===== config.mk =====
export PLATFORM = sky130hd
export DESIGN_NAME = bias_loader_flat
export DESIGN_NICKNAME = d
export VERILOG_FILES = /design/src/rtl/bias_loader_pkg.sv /design/src/rtl/bias_loader_if.sv /design/src/rtl/bias_loader.sv /design/src/flat_wrapper.sv
export SDC_FILE = /design/constraint.sdc
export NUM_CORES = 1
export LEC_CHECK = 0
export BUFFER_PORTS_ARGS = -buffer_cell sky130_fd_sc_hd__buf_2
export CORE_AREA = 4 4 122 212
export DETAILED_ROUTE_END_ITERATION = 16
export DIE_AREA = 0 0 126 216
export PLACE_DENSITY = 0.72
export SYNTH_ARGS = -nofsm -noshare
export SYNTH_HDL_FRONTEND = slang
export SYNTH_SLANG_ARGS = --single-unit

===== constraint.sdc =====
create_clock -name clk -period 1.85 [get_ports clk]
set_input_delay 0.37 -clock clk [delete_from_list [all_inputs] [get_ports clk]]
set_output_delay 0.37 -clock clk [all_outputs]
set_load 0.05 [all_outputs]

===== src/rtl/bias_loader_pkg.sv =====
// -----------------------------------------------------------------------------
// bias_pkg
//   Shared definitions for the bias table loader: default table geometry,
//   the loader FSM state encoding, and the bias word type.
//
//   Contents:
//     BIAS_W_DEF   : default bias word width (34)
//     N_CH_DEF     : default number of channels (4)
//     BPW_DEF      : bytes per bias word derived from BIAS_W_DEF
//     BIAS_RST_DEF : default live-table reset value
//     state_t      : loader FSM states (IDLE, LOAD, CHECK, COMMIT)
//     bias_t       : one bias word at the default width
//     bpw()        : bytes needed to carry a word of a given width
// -----------------------------------------------------------------------------
package bias_pkg;

  localparam int unsigned BIAS_W_DEF = 34;
  localparam int unsigned N_CH_DEF   = 4;

  function automatic int unsigned bpw(input int unsigned w);
    return (w + 7) / 8;
  endfunction

  localparam int unsigned BPW_DEF = bpw(BIAS_W_DEF);

  typedef logic [BIAS_W_DEF-1:0] bias_t;

  // 34'hAAAAAAAA0 truncated to 34 bits.
  localparam bias_t BIAS_RST_DEF = 34'h2AAAAAAA0;

  typedef enum logic [1:0] {
    IDLE,
    LOAD,
    CHECK,
    COMMIT
  } state_t;

endpackage


===== src/rtl/bias_loader_if.sv =====
// -----------------------------------------------------------------------------
// bias_loader_if
//   Byte stream carrying bias words into the bias loader.
//
//   Signals:
//     s_data  : stream byte
//     s_valid : byte valid (source -> loader)
//     s_ready : loader accepts a byte (loader -> source)
//
//   Modports:
//     master : byte source
//     slave  : bias loader
// -----------------------------------------------------------------------------
interface bias_loader_if;

  logic [7:0] s_data;
  logic       s_valid;
  logic       s_ready;

  modport master (
    output s_data,
    output s_valid,
    input  s_ready
  );

  modport slave (
    input  s_data,
    input  s_valid,
    output s_ready
  );

endinterface


===== src/rtl/bias_loader.sv =====
// -----------------------------------------------------------------------------
// bias_loader
//   Writer end of the per-channel accumulator bias table. Bytes arriving on
//   the stream are assembled little-endian into a shadow table, channel 0
//   first. Once every byte of every channel has arrived, the whole shadow
//   table is copied into the live table on a single edge, so readers never
//   observe a half-updated table.
//
//   Optional feature (macro BIAS_LOADER_CHECKSUM_EN):
//     One extra byte follows the data and must equal the XOR of all data
//     bytes. On mismatch the live table is left untouched and err is set.
//     Without the macro err is tied low and LOAD goes straight to COMMIT.
//
//   Parameters:
//     N_CH     : number of channels (power of two)
//     BIAS_W   : bias word width
//     BIAS_RST : value of every live entry after reset
//
//   Ports:
//     clk      : clock, rising edge
//     rst_n    : asynchronous active-low reset
//     start    : one-cycle request to begin a load (honoured only in IDLE)
//     stream   : byte stream (s_data / s_valid / s_ready), slave side
//     bias_sel : channel select for the read port
//     bias_out : live bias of bias_sel, combinational
//     busy     : a load is in progress (start accepted, not yet finished)
//     done     : one-cycle pulse after a successful commit
//     err      : sticky checksum error, cleared by the next accepted start
// -----------------------------------------------------------------------------
module bias_loader
  import bias_pkg::*;
#(
  parameter int unsigned        N_CH     = N_CH_DEF,
  parameter int unsigned        BIAS_W   = BIAS_W_DEF,
  parameter logic [BIAS_W-1:0]  BIAS_RST = BIAS_W'(BIAS_RST_DEF)
) (
  input  logic                    clk,
  input  logic                    rst_n,
  input  logic                    start,
  bias_loader_if.slave            stream,
  input  logic [$clog2(N_CH)-1:0] bias_sel,
  output logic [BIAS_W-1:0]       bias_out,
  output logic                    busy,
  output logic                    done,
  output logic                    err
);

  localparam int unsigned BPW  = bpw(BIAS_W);
  localparam int unsigned BC_W = (BPW  > 1) ? $clog2(BPW)  : 1;
  localparam int unsigned CH_W = (N_CH > 1) ? $clog2(N_CH) : 1;

  localparam logic [BC_W-1:0] BC_LAST = BC_W'(BPW - 1);
  localparam logic [CH_W-1:0] CH_LAST = CH_W'(N_CH - 1);

  typedef logic [BIAS_W-1:0] word_t;

  // ---------------------------------------------------------------------------
  // State and storage
  // ---------------------------------------------------------------------------
  state_t state;
  state_t state_nxt;

  logic [BC_W-1:0] byte_cnt;
  logic [CH_W-1:0] ch_cnt;

  word_t shadow [N_CH];
  word_t live   [N_CH];

  logic done_q;

  // FSM decode
  logic rdy;
  logic bsy;
  logic load_start;
  logic load_xfer;
  logic commit;
  logic last_byte;

`ifdef BIAS_LOADER_CHECKSUM_EN
  logic [7:0] csum;
  logic       csum_ok;
  logic       chk_xfer;
  logic       err_q;
`endif

  assign last_byte = (ch_cnt == CH_LAST) && (byte_cnt == BC_LAST);

  // ---------------------------------------------------------------------------
  // FSM state register
  // ---------------------------------------------------------------------------
  always_ff @(posedge clk or negedge rst_n) begin
    if (!rst_n) begin
      state <= IDLE;
    end else begin
      state <= state_nxt;
    end
  end

  // ---------------------------------------------------------------------------
  // FSM next state and decode; s_ready depends on state only.
  // ---------------------------------------------------------------------------
  always_comb begin
    state_nxt  = state;
    rdy        = 1'b0;
    bsy        = 1'b0;
    load_start = 1'b0;
    load_xfer  = 1'b0;
    commit     = 1'b0;
`ifdef BIAS_LOADER_CHECKSUM_EN
    chk_xfer   = 1'b0;
`endif
    case (state)
      IDLE: begin
        if (start) begin
          load_start = 1'b1;
          state_nxt  = LOAD;
        end
      end
      LOAD: begin
        rdy = 1'b1;
        bsy = 1'b1;
        if (stream.s_valid) begin
          load_xfer = 1'b1;
          if (last_byte) begin
`ifdef BIAS_LOADER_CHECKSUM_EN
            state_nxt = CHECK;
`else
            state_nxt = COMMIT;
`endif
          end
        end
      end
`ifdef BIAS_LOADER_CHECKSUM_EN
      CHECK: begin
        rdy = 1'b1;
        bsy = 1'b1;
        if (stream.s_valid) begin
          chk_xfer  = 1'b1;
          state_nxt = csum_ok ? COMMIT : IDLE;
        end
      end
`endif
      COMMIT: begin
        bsy       = 1'b1;
        commit    = 1'b1;
        state_nxt = IDLE;
      end
      default: begin
        state_nxt = IDLE;
      end
    endcase
  end

  assign stream.s_ready = rdy;
  assign busy           = bsy;
  assign done           = done_q;

  // ---------------------------------------------------------------------------
  // Byte merge: the incoming byte replaces lane byte_cnt of the current
  // shadow word. The word is widened to whole bytes so the last lane can be
  // written uniformly; the cast back drops the bits above BIAS_W-1.
  // ---------------------------------------------------------------------------
  logic [BPW-1:0][7:0] lanes;
  word_t               shadow_wr;

  always_comb begin
    lanes           = (BPW*8)'(shadow[ch_cnt]);
    lanes[byte_cnt] = stream.s_data;
    shadow_wr       = BIAS_W'(lanes);
  end

  // ---------------------------------------------------------------------------
  // Counters, shadow table, live table, done pulse
  // ---------------------------------------------------------------------------
  always_ff @(posedge clk or negedge rst_n) begin
    if (!rst_n) begin
      byte_cnt <= '0;
      ch_cnt   <= '0;
      done_q   <= 1'b0;
      for (int unsigned i = 0; i < N_CH; i++) begin
        shadow[i] <= '0;
        live[i]   <= BIAS_RST;
      end
    end else begin
      done_q <= 1'b0;
      if (load_start) begin
        byte_cnt <= '0;
        ch_cnt   <= '0;
      end else if (load_xfer) begin
        shadow[ch_cnt] <= shadow_wr;
        if (byte_cnt == BC_LAST) begin
          byte_cnt <= '0;
          ch_cnt   <= ch_cnt + CH_W'(1);
        end else begin
          byte_cnt <= byte_cnt + BC_W'(1);
        end
      end
      if (commit) begin
        for (int unsigned i = 0; i < N_CH; i++) begin
          live[i] <= shadow[i];
        end
        done_q <= 1'b1;
      end
    end
  end

  // ---------------------------------------------------------------------------
  // Optional running checksum and sticky error
  // ---------------------------------------------------------------------------
`ifdef BIAS_LOADER_CHECKSUM_EN
  assign csum_ok = (stream.s_data == csum);

  always_ff @(posedge clk or negedge rst_n) begin
    if (!rst_n) begin
      csum  <= '0;
      err_q <= 1'b0;
    end else begin
      if (load_start) begin
        csum  <= '0;
        err_q <= 1'b0;
      end else begin
        if (load_xfer) begin
          csum <= csum ^ stream.s_data;
        end
        if (chk_xfer && !csum_ok) begin
          err_q <= 1'b1;
        end
      end
    end
  end

  assign err = err_q;
`else
  assign err = 1'b0;
`endif

  // ---------------------------------------------------------------------------
  // Read port: always the committed table.
  // ---------------------------------------------------------------------------
  assign bias_out = live[bias_sel];

endmodule

===== src/flat_wrapper.sv =====
// flat-port wrapper written by rule: the top's interface ports become plain ports
module bias_loader_flat import bias_pkg::*;
#(
  parameter int unsigned        N_CH     = N_CH_DEF,
  parameter int unsigned        BIAS_W   = BIAS_W_DEF,
  parameter logic [BIAS_W-1:0]  BIAS_RST = BIAS_W'(BIAS_RST_DEF)
)
  (clk, rst_n, start, bias_sel, bias_out, busy, done, err, stream_s_data, stream_s_valid, stream_s_ready);
  bias_loader_if stream_i ();
  input  logic clk;
  input  logic rst_n;
  input  logic start;
  input  logic [$clog2(N_CH)-1:0] bias_sel;
  output logic [BIAS_W-1:0] bias_out;
  output logic busy;
  output logic done;
  output logic err;
  input wire logic [$bits(stream_i.s_data)-1:0] stream_s_data;
  input wire logic [$bits(stream_i.s_valid)-1:0] stream_s_valid;
  output wire logic [$bits(stream_i.s_ready)-1:0] stream_s_ready;
  assign stream_i.s_data = stream_s_data;
  assign stream_i.s_valid = stream_s_valid;
  assign stream_s_ready = stream_i.s_ready;
  bias_loader #(.N_CH(N_CH), .BIAS_W(BIAS_W), .BIAS_RST(BIAS_RST)) u_core (.clk(clk), .rst_n(rst_n), .start(start), .stream(stream_i), .bias_sel(bias_sel), .bias_out(bias_out), .busy(busy), .done(done), .err(err));
endmodule

Word level (Yosys, flattened, before mapping):

Cells that the tools add are included.

* bits in registers: 280
* bits of input ports: 14
* word-level logic and storage cells: 69

* add/subtract/negate cells: 2
* $lt $le $gt $ge: 5
* eq/ne operators: 7
* multiplexer cells: 30
* bitwise operators: 3
* reductions and logical operators: 10

Operators by type and width (number)
* 34-bit two-way mux: 5
* 34-bit binary-select mux with 2-bit select: 2
* 136-bit bitwise mux: 1
* 34-bit demux with 2-bit select: 1
* 40-bit bitwise mux: 1
* 8-bit demux with 3-bit select: 1
* 2-bit two-way mux: 6
* 3-bit two-way mux: 3
* 1-bit two-way mux: 8
* 8-bit two-way mux: 1
* 3-bit greater-or-equal comparator (second input constant): 2
* 2-bit inverter with 3-bit output: 2
* 2-bit equality test (second input constant): 2
* 3-bit by 4-bit less-than comparator with 1-bit output (second input constant): 1
* 2-bit inequality test (second input constant): 2
* 2-bit case mux with 2 select lines: 1
* 2-bit AND reduction: 2
* 2-bit nonzero test: 2
* 3-bit by 1-bit adder with 3-bit output (second input constant): 1
* 3-bit equality test (second input constant): 1
* 3-bit by 1-bit greater-or-equal comparator with 1-bit output (second input constant): 1
* 1-bit logical AND: 3
* 3-bit by 1-bit less-than comparator with 1-bit output (second input constant): 1
* 3-bit AND reduction: 1
* 6 further kinds: 6

Logic depth before layout (Yosys ltp):

* word-level depth: 6
* gate-level depth with buffers: 9
* depth with buffers taken out: 5

Worst setup path before layout:

No wires, ideal clock.

* path type: input-to-output
* from: input port bias_sel[0]
* to: output port bias_out[10]
* arrival time: 1.550 ns
* data required time: 1.480 ns
* setup slack: -0.070 ns
* stages: 3
* buffers on the path: 2
* cell sequence: buf_2 > buf_2 > mux4_2

* longest elaborated chain between the ends: 4

RTL lines
* start: declaration: line flat_wrapper.sv:13 `input logic [$clog2(N_CH)-1:0] bias_sel;`
* 2-bit inverter with 3-bit output (implied by the code): line bias_loader.sv:240 `assign bias_out = live[bias_sel];`
* 34-bit binary-select mux with 2-bit select: line bias_loader.sv:240
* 34-bit two-way mux (implied by the code) (2 in a row): line bias_loader.sv:240
* end: declaration: line flat_wrapper.sv:14 `output logic [BIAS_W-1:0] bias_out;`

Every way passes these cells. The select of a mux whose other input is x is not followed.

Worst setup path after layout:

* from: register u_core.live[2] (netlist bit)
* to: output port bias_out[2]

* longest elaborated chain between the ends: 3

RTL lines
* start: declaration: line bias_loader.sv:67 `word_t live [N_CH];`
* start signal: indexed assignment: line bias_loader.sv:200 `live[i] <= shadow[i];`
* 34-bit binary-select mux with 2-bit select: line bias_loader.sv:240
* 34-bit two-way mux (implied by the code) (2 in a row): line bias_loader.sv:240

Every way passes these cells. The select of a mux whose other input is x is not followed.

==> parameters.txt <==
Parameter                              Value

Clocking
  H-tree levels ... 1
  Clock root buffer ... clkbuf_16
  Clk_lat worst skew ... 0.54 ns
  TritonCTS clock tree ... done
  TritonCTS Buffers ... 26
  Clock slew at reported path FFs ... 0.06 ns
  Clock buffer depth ... 3
  Number of clock sinks seen by CTS ... 280

Global routing
  GRT Util Overall ... 20.7%
  Final global-route overflow total ... 0
  Pin count of the biggest net entering global routing ... 78
  Via count of the first global-routing pass ... 8076
  Number of antenna violations at the first check in global routing ... 0
  Global-route wire length before repair ... 44600 um

Pwr
  Worst vdd rail ir drop ... 1.12 mV
  Final Total Pwr ... 25.4 mW
  Standby leakage power ... 6.34 nW
  Power per Cell Area ... 1730 nW/um^2

Finish
  Number of nets in the layout ... 975
  N_diodes ... 0
  Final core utilization ... 61.2%
  Filler Cell Count ... 1853
  Fraction of final layout cells with drive strength greater than 1 ... 44.7%
  Most frequent cells in the layout ... dfrtp_1, nor2_1, a21oi_1
  Area delta synth->final ... 16.0%
  Final cell count without fillers ... 1283
  Leading cell type in the layout, fill and taps excluded ... dfrtp_1

Yosys
  Synth unique cells ... 27
  Synthesis warning total ... 0
  Instance count of the mapped netlist ... 905
  Average cell area after synthesis ... 14.0 sq um
  Seq cells post-synth ... 280
  Net count after synthesis ... 925
  Proportion of synthesized chip area in sequential cells ... 55.9%
  Post-Synthesis Cell Area ... 12700 sq um

Min path
  Min-Delay Endpoint ... u_core.state[0]
  Type of the worst min-delay path ... input pin to flop
  Min-Delay Startpoint ... start
  Depth of the worst hold-timing path ... 3

Route
  Vias per Instance ... 5.86
  Router iterations before antenna repair ... 5
  Detailed Route Iter0 Violations ... 495
  Number of DRC violations after detailed routing ... 0
  Final ANT Viol Nets ... 0
  Routed vias ... 7512
  Mean routed wirelength per cell ... 21.6 um
  Overall routed net length ... 27700 um

Floorplanning
  Row Count ... 75
  # IOs ... 52
  Initial core utilization ... 52.7%
  Core Region ... 24000 sq um
  Floorplan die height ... 216 um
  Width of the chip ... 126 um
  Die Outline Area ... 27200 sq um

Timing
  Worst path setup slack after routing ... -0.149 ns
  Final worst path period share ... 108%
  Aggregate negative setup slack ... -2.71 ns
  Final count of negative-setup-slack endpoints ... 34
  Unrepaired setup endpoints after global routing ... yes
  Highest clock rate ... 500 MHz
  Number of pins exceeding their max-slew limit in the final report ... 0
  Final number of hold-violating endpoints ... 0
  Worst clock skew on the final layout ... 0.0122 ns
  Clock period minus final worst setup slack ... 2.00 ns

Place
  Cells after DPL ... 1230
  Port-buffer cells ... 50
  Global placement routability congestion ... 0.789
  Dpl hpwl ... 18700 um

Worst setup path
  Critical Path Source Type ... flop
  Depth of the most critical reg-to-reg path ... 4
  Worst flop-to-flop path startpoint ... u_core.ch_cnt[0]
  Classification of the worst setup path ... flop to primary output
  Reg2reg end ... u_core.shadow[106]
  Flop-to-flop setup slack ... 0.08 ns
  Endpoint kind of the worst setup timing path ... primary output
  Peak fanout along the critical path ... 2
  Endpoint arrival time on the critical path ... 1.63 ns
  Required time of the critical path ... 1.48 ns

Run status
  Violations in the final reports ... negative setup slack
  Outcome ... finished with violations

Run
  Max-cap viol count ... 0
[cell families after synthesis]
kind of cell	after synthesis	synth area share, %
adders and majority gates	6	0.593
AOI/OAI and AO/OA	143	5.65
buffers and inverters	76	2.92
muxes	239	29.6
DFF	280	55.9
other	1	0.0296
and+or+nand+nor	160	5.30
[report_power, final]
part	total [mW]	internal (mW)	switching [mW]
combinational	9.27	4.63	4.64
sequential	10.4	8.59	1.81
clock	5.71	3.42	2.29
total	25.4	16.6	8.75
[critical path, stage by stage (launching register included)]
cell	delay (ns)
dfrtp_1	0.43
mux4_2	0.49
buf_6	0.17
[registers in the layout, indices dropped and copies added, names as in the netlist]
signal           cells
u_core.live        136
u_core.ch_cnt        2
u_core.state         2
u_core.done          1
u_core.byte_cnt      3
u_core.shadow      136
[worst max path at each step]
stage	from	endpoint	slack, ns	depth (start not counted)
4_1_cts	u_core.live[2]	bias_out[2]	-0.19	2
5_1_grt	u_core.live[2]	bias_out[2]	-0.19	2
3_3_place_gp	bias_sel[0]	bias_out[14]	-0.006	4
6_report	u_core.live[2]	bias_out[2]	-0.15	2
2_1_floorplan	bias_sel[0]	bias_out[10]	-0.07	3
3_5_place_dp	bias_sel[0]	bias_out[8]	-0.03	4
[timing repair]
action                     in CTS  in global routing
hold buffers                    1                  0
setup endpoints to repair      35                 39
gates resized for setup        73                  2
hold endpoints to repair       32                  0
cloned                          0                  1
buffers inserted                3                  0
[synthesized netlist by cell type]
library cell,n,share of area (%)
buf_4,4,0.24
mux2_2,136,12
nor2_1,140,4.1
ha_1,6,0.59
dfrtp_1,220,43
clkbuf_1,29,0.86
o21ai_0,3,0.12
or3b_1,2,0.14
dfstp_2,60,12
nand4_1,1,0.049
mux4_2,68,12
nor3b_1,1,0.059
conb_1,1,0.030
buf_6,4,0.36
a21oi_1,140,5.5
and4b_1,4,0.32
buf_1,1,0.030
or3b_2,2,0.14
nand2_1,3,0.089
nor2b_1,1,0.049
inv_1,6,0.18
nand3b_1,2,0.12
mux2i_1,8,0.63
or3_1,3,0.15
mux2i_4,27,4.8
buf_2,32,1.3
and3_1,1,0.049
[layout make-up]
cell class                 count  area, sq um  area share [%]
inverter                       6         22.5           0.153
multi-input combinational    549         5230            35.6
tap                          308          385            2.62
clock buffer                  40          805            5.47
timing repair buffer          92         1050            7.12
clock inverter                 8          124           0.843
sequential                   280         7090            48.2
[per-layer routing]
metal	vias up	share of wire [%]	track usage, %
li1	3346	-	-
met1	3923	37	25.7
met2	191	54	36.5
met3	52	4.5	2.65
met4	0	4.1	8.45
met5	-	0	0
[through the flow]
step	setup WS (ns)	hold WS, ns	instance area [sq um]
final	-0.149	0.0850	14700
after global routing	-0.190	0.0867	14700
after CTS	-0.191	0.0562	14700
after detailed placement	-0.0343	0.274	13500
after global placement	-0.00552	0.272	13500
after floorplan	-0.0705	0.0744	12700
Note: power is estimated with default switching activity, not from simulation.
